File: src/rtl/mcu_pkg.sv
`default_nettype none
// ============================================================================
//  Module      : mcu_pkg
//  Description : Shared MCU definitions used by the program ROM, the fetch
//                unit and the instruction decoder. It holds the ROM bus
//                widths, the reset vector and the fetch-entry record
//                {addr, data}.
//  Revision    : 1.0 - initial release
// ============================================================================
package mcu_pkg;

    localparam int ADDR_WIDTH = 8;
    localparam int DATA_WIDTH = 8;
    localparam logic [ADDR_WIDTH-1:0] RESET_VECTOR = 8'h00;

    // One fetched byte together with the ROM address it was read from.
    typedef struct packed {
        logic [ADDR_WIDTH-1:0] addr;
        logic [DATA_WIDTH-1:0] data;
    } fetch_entry_t;

endpackage : mcu_pkg
`default_nettype wire

File: src/rtl/fetch_fifo.sv
`default_nettype none
// ============================================================================
//  Module      : fetch_fifo
//  Description : Synchronous prefetch FIFO of fetch entries. It supports
//                push, pop and flush, and reports its occupancy. A push and
//                a pop in the same cycle are legal at any occupancy,
//                including full. A flush wins over everything else.
//  Ports       : clk          - clock, rising edge
//                rst_n        - asynchronous active-low reset
//                i_push       - write i_push_data at the tail
//                i_push_data  - entry to write
//                i_pop        - advance past the head entry
//                i_flush      - discard all entries
//                o_head       - head entry (stale storage when empty)
//                o_valid      - FIFO non-empty
//                o_count      - number of stored entries
//  Revision    : 1.0 - initial release
// ============================================================================
module fetch_fifo #(
    parameter int  DEPTH   = 4,
    parameter type ENTRY_T = mcu_pkg::fetch_entry_t
) (
    input  logic                     clk,
    input  logic                     rst_n,
    input  logic                     i_push,
    input  ENTRY_T                   i_push_data,
    input  logic                     i_pop,
    input  logic                     i_flush,
    output ENTRY_T                   o_head,
    output logic                     o_valid,
    output logic [$clog2(DEPTH):0]   o_count
);

    localparam int c_ptr_w = $clog2(DEPTH);
    localparam int c_cnt_w = c_ptr_w + 1;

    ENTRY_T               r_mem [DEPTH];
    logic [c_ptr_w-1:0]   r_rd_ptr;
    logic [c_ptr_w-1:0]   r_wr_ptr;
    logic [c_cnt_w-1:0]   r_count;

    logic w_empty;
    logic w_full;
    logic w_do_pop;
    logic w_do_push;

    assign w_empty   = (r_count == '0);
    assign w_full    = (r_count == c_cnt_w'(DEPTH));
    assign w_do_pop  = i_pop && !w_empty;
    // A push into a full FIFO is only safe when the head leaves at the same edge.
    assign w_do_push = i_push && (!w_full || w_do_pop);

    always_ff @(posedge clk or negedge rst_n) begin
        if (!rst_n) begin
            r_rd_ptr <= '0;
            r_wr_ptr <= '0;
            r_count  <= '0;
            for (int i = 0; i < DEPTH; i++) begin
                r_mem[i] <= '0;
            end
        end else if (i_flush) begin
            r_rd_ptr <= '0;
            r_wr_ptr <= '0;
            r_count  <= '0;
        end else begin
            if (w_do_push) begin
                r_mem[r_wr_ptr] <= i_push_data;
                r_wr_ptr        <= r_wr_ptr + c_ptr_w'(1);
            end
            if (w_do_pop) begin
                r_rd_ptr <= r_rd_ptr + c_ptr_w'(1);
            end
            case ({w_do_push, w_do_pop})
                2'b10:   r_count <= r_count + c_cnt_w'(1);
                2'b01:   r_count <= r_count - c_cnt_w'(1);
                default: r_count <= r_count;
            endcase
        end
    end

    assign o_head  = r_mem[r_rd_ptr];
    assign o_valid = !w_empty;
    assign o_count = r_count;

endmodule : fetch_fifo
`default_nettype wire

File: src/rtl/rom_fetch_unit.sv
`default_nettype none
// ============================================================================
//  Module      : rom_fetch_unit
//  Description : Instruction-fetch initiator for the synchronous program ROM.
//                It drives the ROM address from the PC, captures the byte
//                returned one cycle later into a prefetch FIFO, and hands
//                bytes to the decoder over a valid/ready handshake. A JUMP
//                redirects the PC and flushes buffered and in-flight fetches.
//  Ports       : CLK          - system clock, rising edge
//                RESETn       - asynchronous active-low reset
//                ROM_ADDR     - ROM address (the PC register)
//                ROM_DATA     - ROM read data, one cycle after the address
//                INSTR        - FIFO head byte
//                INSTR_ADDR   - address of the FIFO head byte
//                INSTR_VALID  - FIFO non-empty
//                INSTR_READY  - decoder accepts the head this cycle
//                JUMP         - one-cycle redirect strobe
//                JUMP_ADDR    - redirect target
//  Revision    : 1.0 - initial release
// ============================================================================
module rom_fetch_unit #(
    parameter int                    ADDR_WIDTH   = mcu_pkg::ADDR_WIDTH,
    parameter int                    DATA_WIDTH   = mcu_pkg::DATA_WIDTH,
    parameter int                    FIFO_DEPTH   = 4,
    parameter logic [ADDR_WIDTH-1:0] RESET_VECTOR = ADDR_WIDTH'(mcu_pkg::RESET_VECTOR)
) (
    input  logic                  CLK,
    input  logic                  RESETn,
    output logic [ADDR_WIDTH-1:0] ROM_ADDR,
    input  logic [DATA_WIDTH-1:0] ROM_DATA,
    output logic [DATA_WIDTH-1:0] INSTR,
    output logic [ADDR_WIDTH-1:0] INSTR_ADDR,
    output logic                  INSTR_VALID,
    input  logic                  INSTR_READY,
    input  logic                  JUMP,
    input  logic [ADDR_WIDTH-1:0] JUMP_ADDR
);

    localparam int c_cnt_w = $clog2(FIFO_DEPTH) + 1;

    // Same layout as mcu_pkg::fetch_entry_t, sized from this instance's parameters.
    typedef struct packed {
        logic [ADDR_WIDTH-1:0] addr;
        logic [DATA_WIDTH-1:0] data;
    } entry_t;

    logic [ADDR_WIDTH-1:0] r_pc;
    logic                  r_pending;
    logic [ADDR_WIDTH-1:0] r_pend_addr;

    logic [c_cnt_w-1:0]    w_count;
    logic [c_cnt_w-1:0]    w_inflight;
    logic                  w_issue;
    logic                  w_push;
    logic                  w_pop;
    logic                  w_valid;
    entry_t                w_push_entry;
    entry_t                w_head;

    // Buffered plus in-flight bytes must never exceed the FIFO capacity, so
    // a fetch is only issued when its data is guaranteed a slot on arrival.
    assign w_inflight   = w_count + c_cnt_w'(r_pending);
    assign w_issue      = !JUMP && (w_inflight < c_cnt_w'(FIFO_DEPTH));
    assign w_push       = r_pending && !JUMP;
    assign w_pop        = w_valid && INSTR_READY && !JUMP;
    assign w_push_entry = {r_pend_addr, ROM_DATA};

    always_ff @(posedge CLK or negedge RESETn) begin
        if (!RESETn) begin
            r_pc        <= RESET_VECTOR;
            r_pending   <= 1'b0;
            r_pend_addr <= '0;
        end else if (JUMP) begin
            // The byte returned next cycle belongs to the old stream; dropping
            // the pending flag discards it.
            r_pc      <= JUMP_ADDR;
            r_pending <= 1'b0;
        end else if (w_issue) begin
            r_pc        <= r_pc + ADDR_WIDTH'(1);
            r_pending   <= 1'b1;
            r_pend_addr <= r_pc;
        end else begin
            r_pending <= 1'b0;
        end
    end

    fetch_fifo #(
        .DEPTH   (FIFO_DEPTH),
        .ENTRY_T (entry_t)
    ) u_fifo (
        .clk         (CLK),
        .rst_n       (RESETn),
        .i_push      (w_push),
        .i_push_data (w_push_entry),
        .i_pop       (w_pop),
        .i_flush     (JUMP),
        .o_head      (w_head),
        .o_valid     (w_valid),
        .o_count     (w_count)
    );

    assign ROM_ADDR    = r_pc;
    assign INSTR       = w_head.data;
    assign INSTR_ADDR  = w_head.addr;
    assign INSTR_VALID = w_valid;

endmodule : rom_fetch_unit
`default_nettype wire
File: config.mk
export PLATFORM = sky130hd
export DESIGN_NAME = rom_fetch_unit
export DESIGN_NICKNAME = d
export VERILOG_FILES = /design/src/rtl/mcu_pkg.sv /design/src/rtl/fetch_fifo.sv /design/src/rtl/rom_fetch_unit.sv
export SDC_FILE = /design/constraint.sdc
export NUM_CORES = 1
export LEC_CHECK = 0
export CAP_MARGIN = 20
export CORE_MARGIN = 5
export CORE_UTILIZATION = 30
export CTS_CLUSTER_SIZE = 16
export DETAILED_ROUTE_END_ITERATION = 8
export MAX_ROUTING_LAYER = met4
export REMOVE_ABC_BUFFERS = 1
export SLEW_MARGIN = 20
export SYNTH_ARGS = -nofsm -noshare
export SYNTH_HDL_FRONTEND = slang
export SYNTH_SLANG_ARGS = --single-unit
File: constraint.sdc
create_clock -name CLK -period 2 [get_ports CLK]
set_input_delay 0.2 -clock CLK [delete_from_list [all_inputs] [get_ports CLK]]
set_output_delay 0.2 -clock CLK [all_outputs]
set_load 0.05 [all_outputs]
* After elaboration in Yosys (flattened, before gate mapping)
Index checks and enable logic that the tools add are counted.
** Word-level totals
- Register bits after elaboration :: 88
- Output and inout bits :: 25
** Operators by class
- $add $sub $neg :: 6
- Order comparisons :: 4
- Equality and inequality tests :: 3
- Multiplexer cells :: 16
- Bitwise gates (word level) :: 3
- Reductions and logical operators :: 18
** Operators with widths (count)
- bitwise mux 64 bit :: 1
- two-way mux 16 bit :: 3
- binary-select mux 16 bit (select 2 bit) :: 1
- demux 16 bit (select 2 bit) :: 1
- two-way mux 8 bit :: 2
- adder 8 x 1 -> 8 bit (second input constant) :: 1
- two-way mux 2 bit :: 4
- logical AND 1 bit :: 7
- greater-or-equal comparator 3 bit (second input constant) :: 2
- inverter 2 -> 3 bit :: 2
- case mux 3 bit (2 select lines) :: 1
- nonzero test 2 bit :: 3
- adder 2 x 1 -> 2 bit (second input constant) :: 2
- AND reduction 2 bit :: 2
- adder 3 x 1 -> 3 bit :: 1
- adder 3 x 1 -> 3 bit (second input constant) :: 1
- == test 3 bit (second input constant) :: 1
- zero test 1 bit :: 3
- zero test 3 bit :: 1
- < comparator 3 x 1 -> 1 bit (second input constant) :: 1
- < comparator 3 bit (second input constant) :: 1
- two-way mux 3 bit :: 1
- nonzero test 3 bit :: 1
- subtractor 3 x 1 -> 3 bit (second input constant) :: 1
- other kinds (5) :: 6

* Depth between registers and ports, before layout
Gate-level depths: netlist of the first run.
- Word-level depth :: 10
- Depth in mapped cells :: 8
- Mapped depth without buffers :: 7

* Cells and area by module
A second synthesis of the first run with hierarchy kept.
** Second synthesis, totals
- Cells, all modules :: 299
- Area, all modules :: 4486.8 sq um
** Modules (own cells, without submodules)
- fetch_fifo :: instances 1, cells an instance 220, area each 3601.0 sq um
- rom_fetch_unit :: instances 1, cells an instance 79, area each 885.8 sq um

* Worst setup path before layout of the first run
Ideal clock, no wire load.
- Kind :: reg-to-reg
- Start :: reg u_fifo.r_count[2] (netlist: u_fifo.o_count[2])
- End :: reg u_fifo.r_count[2] (netlist: u_fifo.o_count[2])
- Arrival time :: 1973 ps
- Path slack :: -109 ps
- Cell stages (with the launch flop) :: 8
- Path through :: dfrtp_1 > clkbuf_1 > o31ai_1 > nor3_1 > fa_1 > o221a_2 > a31oi_1 > a21oi_1
** Between the ends
- Longest elaborated chain between the ends :: 10
- Elaborated cells on any way between the ends :: 16
** Ends and longest elaborated chain
- start, declared :: line fetch_fifo.sv:40 : logic [c_cnt_w-1:0] r_count;
- start signal, assigned :: line fetch_fifo.sv:74 : 2'b10: r_count <= r_count + c_cnt_w'(1);
- start signal, assigned :: line fetch_fifo.sv:75 : 2'b01: r_count <= r_count - c_cnt_w'(1);
- start signal, assigned :: line fetch_fifo.sv:76 : default: r_count <= r_count;
- zero test 3 bit :: line fetch_fifo.sv:47 : assign w_empty = (r_count == '0);
- zero test 1 bit :: line fetch_fifo.sv:49, fetch_fifo.sv:82
- logical AND 1 bit (2 in series) :: line rom_fetch_unit.sv:65 : assign w_pop = w_valid && INSTR_READY && !JUMP;
- logical AND 1 bit :: line fetch_fifo.sv:49 : assign w_do_pop = i_pop && !w_empty;
- logical OR 1 bit :: line fetch_fifo.sv:51 : assign w_do_push = i_push && (!w_full || w_do_pop);
- logical AND 1 bit :: line fetch_fifo.sv:51
- == test 2 x 1 -> 1 bit / == test 2 bit (equally long branches) :: line fetch_fifo.sv:73 : case ({w_do_push, w_do_pop})
- case mux 3 bit (2 select lines) :: line fetch_fifo.sv:73
- two-way mux 3 bit :: line fetch_fifo.sv:61 : end else if (i_flush) begin
Several ways; a longest one is shown, not always the timed one.
A chain may end at the register's enable or synchronous reset.

* Worst setup path in the final report of the first run
- Start :: reg u_fifo.r_rd_ptr[0]
- End :: out INSTR[3]
** Between the ends
- Longest elaborated chain between the ends :: 4
** Ends and longest elaborated chain
- start, declared :: line fetch_fifo.sv:38 : logic [c_ptr_w-1:0] r_rd_ptr;
- start signal, assigned :: line fetch_fifo.sv:71 : r_rd_ptr <= r_rd_ptr + c_ptr_w'(1);
- inverter 2 -> 3 bit (implied by the code) :: line fetch_fifo.sv:81 : assign o_head = r_mem[r_rd_ptr];
- binary-select mux 16 bit (select 2 bit) :: line fetch_fifo.sv:81
- two-way mux 16 bit (implied by the code) (2 in series) :: line fetch_fifo.sv:81
- end, declared :: line rom_fetch_unit.sv:31 : output logic [DATA_WIDTH-1:0] INSTR,
No other way between the ends. The select of a mux whose other input is x is not followed.

==> results of run 1 <==
==> routing by layer <==
metal	part of all wire	GRT usage	up-vias
met3	0.037	0.02858	12
met1	0.48	0.1476	1314
met2	0.47	0.1793	51
met4	0.014	0.03785	0
met5	0	-	-
li1	-	-	1177
==> layout by cell type, fill, tap and decap left out, types with 4 or more instances in the layout <==
cell,count
buf_12,5
buf_4,36
clkbuf_16,10
clkdlybuf4s50_1,26
dfrtp_1,87
ha_1,5
inv_1,4
mux2_2,72
mux4_2,16
nand2_1,11
nand2_2,4
nand3_1,7
nor2_1,8
nor3_1,4
o21ai_0,5
or4_1,4
==> worst max-delay path by stage <==
stage | startpoint | end | slack, ps | cells after the start
final | u_fifo.r_rd_ptr[0]$_DFFE_PN0P_ | INSTR[3] | 70 | 3
after global routing | u_fifo.o_count[0]$_DFFE_PN0P_ | u_fifo.r_mem[31]$_DFFE_PN0P_ | 0.09 | 6
after CTS | u_fifo.r_rd_ptr[0]$_DFFE_PN0P_ | INSTR_ADDR[6] | 9 | 3
after detailed placement | INSTR_READY | u_fifo.o_count[2]$_DFFE_PN0P_ | -50 | 8
after global placement | JUMP | u_fifo.o_count[2]$_DFFE_PN0P_ | 50 | 6
after floorplan | u_fifo.o_count[1]$_DFFE_PN0P_ | u_fifo.o_count[2]$_DFFE_PN0P_ | -20 | 6
==> state kept, by name, summed over array words and instances (netlist names) <==
signal,cells
u_fifo.r_mem,64
r_pend_addr,8
u_fifo.r_rd_ptr,2
r_pending,1
u_fifo.r_wr_ptr,2
u_fifo.o_count,3
ROM_ADDR,8
==> metrics by stage <==
stage	hold slack, ps	cells	total power (uW)	instance area [um2]	setup TNS [ps]
floorplan	-95.59	267	4623	3980	-15.91
detailed placement	207.2	510	5451	4831	-50.16
global placement	196.6	510	5352	4831	0
global route	446.3	528	7333	5147	0
finish	376.3	528	6959	5147	0
CTS	388.5	527	7034	5116	0
==> power by group through the flow <==
stage          clock [uW]  sequential (uW)  combinational, uW
2_1_floorplan           0             2840               1780
3_3_place_gp            0             2820               2530
3_5_place_dp            0             2870               2580
4_1_cts              1610             2840               2590
5_1_grt              1670             2930               2730
6_report             1550             2840               2570
==> kinds of logic (layout without fill, tap and decap cells) <==
group,after synthesis,count (layout),share of synthesized area
simple gates,48,48,0.06151
mux,91,91,0.2952
buf+inv,19,90,0.02644
xor+xnor,6,6,0.01292
fa+ha+maj,6,6,0.02030
flops,88,88,0.5412
compound gates,23,23,0.04244
==> what timing repair did <==
action | 4_1_cts | 5_1_grt
endpoints found under the setup margin | 0 | 3
gates resized for setup | 0 | 2
hold buffers | 1 | 0
endpoints found under the hold margin | 36 | 0
==> cell type report <==
cell class              count  area, um2
clock inverters             4      28.78
flip-flops and latches     88       2203
clock buffers              12      246.5
inverters                   5      18.77
well taps                 176      220.2
multi-input cells         174       1764
repair buffers             69      665.6
fillers                  1259       8148
==> reports/qor.csv, run 1 <==
stage,metric,value,unit
synthesis,ys_top_cells_by_area,"dfrtp_1 54%, mux2_2 20%, mux4_2 8.9%",
sta,fmaxAchievable,517.2,MHz
clock_tree,cts_tree,built,
place,globalplace.congestion,0.7890,
synthesis,synthTopCellsByCount,"88 x dfrtp_1, 72 x mux2_2, 16 x mux4_2, 11 x nand2_1, 8 x nor2_1",
synthesis,post-synth-top-area-fraction,0.5412,
sta,setup_ws,66.48,ps
place,pre_cts_ws,-50.16,ps
sta,rsz0062_at_grt,false,
setup_path,critical_path_arrival,1730,ps
setup_path,slowest_delay,500,ps
floorplanning,die_y,126.5,um
clock_tree,htreeDepth,3,
floorplanning,coreArea,13300,um2
synthesis,synth_seq_cells,88,
status,status,finished clean,
synthesis,yosys_warnings,0,
setup_path,rrSetupSlack,80,ps
routing,ant_nets,0,
power,power.leakage,0.002205,uW
grt,grt_overflow,0,
finish,nets,373,
setup_path,timing.rr.start,u_fifo.o_count[0]$_DFFE_PN0P_,
finish,syn_to_final_growth,26.51,%
routing,first_pass_iters,4,
power,p_per_area,1352,nW/um2
routing,vias,2554,
synthesis,syn_inst,281,
power,p_seq_frac,0.408,
synthesis,syn_avg_cell_area,14.48,um2
power,peakVddDrop,0.4292,mV
setup_path,critPathTopFamily,multiplexers,
clock_tree,cts-buffers-inserted,9,
setup_path,cp_cell_sequence,"clkbuf_16, mux4_2, buf_4",
synthesis,yosysMostFrequentCell,dfrtp_1,
sta,setup_viol,0,
power,p_comb_frac,0.369,
floorplanning,dieArea,15990,um2
power,internal-power,4544,uW
setup_path,r2r-end,u_fifo.o_count[2]$_DFFE_PN0P_,
place,io_buffers,44,
run,maxCapViolations,0,
synthesis,syn-cell-area,4069,um2
synthesis,synth_edf_count,0,
clock_tree,path_clk_slew,60,ps
floorplanning,die_w,126.5,um
routing,drc,0,
setup_path,path_buf_inv,2,
place,dp_hpwl,5819,um
clock_tree,clockRootBuffer,clkbuf_16,
grt,grt.total_usage,0.1150,
setup_path,cp_max_fo,8,
clock_tree,clock_sinks,88,
floorplanning,num_rows,42,
routing,routed_wl,8675,um
sta,tightest_slew,512.5,ps
sta,hold_violations,0,
routing,wl_per_cell,16.43,um
power,clkPwrFrac,0.223,
synthesis,ys.flop_type,dfrtp_1,
sta,relSlewSlack,0.6573,
finish,fin_util,0.3872,
clock_tree,clock_path_buffers,2,
setup_path,critPathKind,flop to output port,
synthesis,async_flop_share,1.000,
setup_path,crit_required,1800,ps
setup_path,startpoint_type,flop,
synthesis,yosys.area.top_type,dfrtp_1,
floorplanning,start_util,0.3060,
setup_path,crit_path_end_kind,output port,
sta,skew,8.388,ps
setup_path,slowest_stage,mux4_2,
sta,drv_slew,0,
power,swShare,0.3470,
grt,grt_max_degree,53,
setup_path,r2r.worst_path.cells,6,
worst_hold_path,worstHoldPathType,input pin to async pin,
clock_tree,post_cts_buffers,0,
grt,grt_pass1_wl,14210,um
floorplanning,pin_count,45,
synthesis,ys_types,39,
sta,fin_crit_sh,0.9668,
finish,n_antenna_cell,0,
clock_tree,clock_latency,340,ps
finish,drive_above_1_share,0.4403,
routing,drt-initial-drc-count,97,
grt,grt_antenna_before_repair,0,
grt,grt_pass1_vias,2673,
power,p_sw,2415,uW
synthesis,synth_seq_area_share,0.5412,
routing,vias_per_cell,4.837,
sta,finalCriticalPeriod,1934,ps
(Power assumes the default switching activity.)
==> run 2, diff against run 1 <==
==> constraint.sdc (replaced) <==
create_clock -name CLK -period 1.7 [get_ports CLK]
set_input_delay 0.17 -clock CLK [delete_from_list [all_inputs] [get_ports CLK]]
set_output_delay 0.17 -clock CLK [all_outputs]
set_load 0.05 [all_outputs]
==> run 2 against run 1 <==
Against the previous run: the run now ends with setup timing left; largest power group is now combinational cells; die area is the same; hold slack improved by 23 ps; sequential share of layout area down 3.9 points; global-route usage is 0.36 points higher; register-to-register slack got worse by 200 ps; wire length increased by 7.4%; non-clock buffer count increased by 19; clock skew fell by 0.83 ps; critical endpoint is now INSTR_ADDR[1].
==> reports/qor.csv, run 2 (same netlist as run 1, synthesis figures left out) <==
stage,metric,value,unit,change
floorplanning,pin_count,45,,unchanged
setup_path,rrSetupSlack,-120,ps,was 80 ps
setup_path,startpoint_type,flop,,unchanged
worst_hold_path,holdCritStartpoint,JUMP_ADDR[0],,
setup_path,slowest_stage,mux4_2,,unchanged
grt,grt.met1_usage,0.1564,,was 0.1476
sta,setup_ws,-117.9,ps,was 66.48 ps
setup_path,crit_required,1530,ps,was 1800 ps
sta,fmaxAchievable,550.1,MHz,
sta,setup_viol,91,,was 0
setup_path,critical_path_arrival,1650,ps,was 1730 ps
place,globalplace.congestion,0.8044,,was 0.7890
floorplanning,num_rows,42,,unchanged
finish,finalInstanceArea,5673,um2,was 5147 um2
setup_path,crit_path_end,INSTR_ADDR[1],,was INSTR[3]
run,maxCapViolations,0,,unchanged
finish,layout_commonest_cell,dfrtp_1,,unchanged
setup_path,slowest_delay,540,ps,was 500 ps
grt,use_met2,0.1790,,was 0.1793
routing,ant_nets,0,,unchanged
finish,n_antenna_cell,0,,unchanged
clock_tree,cts_tree,built,,unchanged
grt,grt_overflow,0,,unchanged
grt,grt_pass1_wl,14750,um,was 14210 um
finish,multiInputGateArea,1951,um2,was 1764 um2
grt,grt_max_degree,89,,was 53
clock_tree,htreeDepth,3,,unchanged
place,dp.cells,520,,was 510
floorplanning,start_util,0.3060,,unchanged
power,peakVddDrop,0.6092,mV,was 0.4292 mV
setup_path,crit_cells,3,,unchanged
sta,hold_violations,0,,unchanged
grt,grt.total_usage,0.1186,,was 0.1150
floorplanning,die_w,126.5,um,unchanged
power,power.leakage,0.002469,uW,was 0.002205 uW
setup_path,timing.rr.start,u_fifo.o_count[0]$_DFFE_PN0P_,,unchanged
finish,largest_register_ffs,64,,unchanged
grt,grt_use_met3,0.03405,,was 0.02858
routing,wl_per_cell,17.03,um,was 16.43 um
power,p_per_area,1575,nW/um2,was 1352 nW/um2
finish,nets,392,,was 373
grt,grt_antenna_before_repair,0,,unchanged
setup_path,crit_path_end_kind,output port,,unchanged
setup_path,r2r-end,ROM_ADDR[3]$_DFFE_PN0P_,,was u_fifo.o_count[2]$_DFFE_PN0P_
setup_path,cp_cell_sequence,"buf_12, mux4_2, buf_6",,"was clkbuf_16, mux4_2, buf_4"
routing,routed_wl,9317,um,was 8675 um
sta,fin_crit_sh,1.069,,
clock_tree,clock_path_buffers,2,,unchanged
floorplanning,coreArea,13300,um2,unchanged
finish,seqCellArea,2205,um2,was 2203 um2
place,io_buffers,44,,unchanged
routing,first_pass_iters,4,,unchanged
setup_path,path_buf_inv,2,,unchanged
sta,relSlewSlack,0.6846,,was 0.6573
sta,tightest_slew,473.1,ps,was 512.5 ps
clock_tree,clock_latency,340,ps,about the same
worst_hold_path,worstHoldPathType,input pin to flop,,was input pin to async pin
setup_path,critPathKind,flop to output port,,unchanged
finish,syn_to_final_growth,39.42,%,was 26.51%
routing,drc,0,,unchanged
sta,drv_slew,0,,unchanged
floorplanning,die_y,126.5,um,unchanged
setup_path,r2r.worst_path.cells,7,,was 6
sta,skew,7.556,ps,was 8.388 ps
status,violations,setup timing,,
sta,finalCriticalPeriod,1818,ps,
clock_tree,cts-buffers-inserted,9,,unchanged
clock_tree,clock_sinks,88,,unchanged
finish,fillCellCount,1226,,was 1259
routing,vias,2620,,was 2554
clock_tree,path_clk_slew,60,ps,about the same
setup_path,critPathTopFamily,multiplexers,,unchanged
place,place_area,4898,um2,was 4831 um2
setup_path,crit_start,u_fifo.r_rd_ptr[0]$_DFFE_PN0P_,,unchanged
finish,layout.cells.non_filler,547,,was 528
grt,top_usage_layer,met2,,unchanged
clock_tree,clockRootBuffer,clkbuf_16,,unchanged
finish,mostFrequentLayoutCells,"86 x dfrtp_1, 65 x mux2_2, 33 x buf_4, 24 x buf_6, 18 x clkdlybuf4s50_1",,"was 87 x dfrtp_1, 72 x mux2_2, 36 x buf_4, 26 x clkdlybuf4s50_1, 16 x mux4_2"
routing,drt-initial-drc-count,94,,was 97
floorplanning,dieArea,15990,um2,unchanged
sta,rsz0062_at_grt,true,,was false
finish,largest_register,u_fifo.r_mem,,unchanged
grt,grt_pass1_vias,2763,,was 2673
routing,vias_per_cell,4.790,,was 4.837
setup_path,cp_max_fo,9,,was 8
status,status,"finished, violations left",,was finished clean
finish,drive_above_1_share,0.5229,,was 0.4403
place,dp_hpwl,5664,um,was 5819 um
==> run 2: final cells by class <==
cell class	count	area share
Tap cell	176	0.03882
Clock inverter	6	0.01610
Timing Repair Buffer	88	0.1689
Multi-Input combinational cell	174	0.3438
Clock buffer	10	0.04036
Inverter	5	0.003308
Sequential cell	88	0.3886
==> run 2: how the worst min path moves through the flow <==
stage	end	slack [ps]	depth (start not counted)
CTS	ROM_ADDR[0]$_DFFE_PN0P_	390	3
detailed placement	u_fifo.r_mem[53]$_DFFE_PN0P_	250	2
global route	ROM_ADDR[4]$_DFFE_PN0P_	440	3
finish	ROM_ADDR[0]$_DFFE_PN0P_	400	3
floorplan	ROM_ADDR[0]$_DFFE_PN0P_	-130	0
global placement	u_fifo.r_mem[53]$_DFFE_PN0P_	250	2
==> run 2: routing by layer <==
metal / wire length [um] / part of all wire / vias to the layer above
li1: - / - / 1208
met1: 4407 / 0.47 / 1347
met2: 4461 / 0.48 / 57
met3: 376 / 0.040 / 8
met4: 71 / 0.0076 / 0
met5: 0 / 0 / -
==> run 2: through the flow <==
| step | total power, uW | utilization | hold slack, ps | setup slack, ps | setup TNS (ps) |
|---|---|---|---|---|---|
| finish | 8934 | 0.4267 | 399.8 | -117.9 | -3957 |
| global route | 9396 | 0.4267 | 439.9 | -204.4 | -9241 |
| CTS | 8830 | 0.4037 | 387.2 | -139.8 | -2016 |
| detailed placement | 6444 | 0.3684 | 252.6 | -264.0 | -11430 |
| global placement | 6340 | 0.3684 | 247.5 | -198.2 | -10750 |
| floorplan | 5439 | - | -125.6 | -315.9 | -8148 |
==> run 2: report_power, final <==
| group | internal (uW) | switching (uW) | total (uW) |
|---|---|---|---|
| combinational | 1740 | 1740 | 3480 |
| sequential | 2880 | 455 | 3330 |
| clock | 1300 | 828 | 2120 |
| total | 5910 | 3020 | 8930 |
==> run 2: worst min-delay path, delay by kind of cell <==
family                 cells  cell delay, ps
buffers and inverters      1             390
and+or+nand+nor            1              60
AOI/OAI and AO/OA          1              70
==> run 2: timing repair <==
item,CTS,global route
setup endpoints to repair,91,97
hold endpoints to repair,88,0
hold buffers,1,0
pin swaps,1,20
cloned,0,4
buffers inserted,3,4
gates resized for setup,28,37
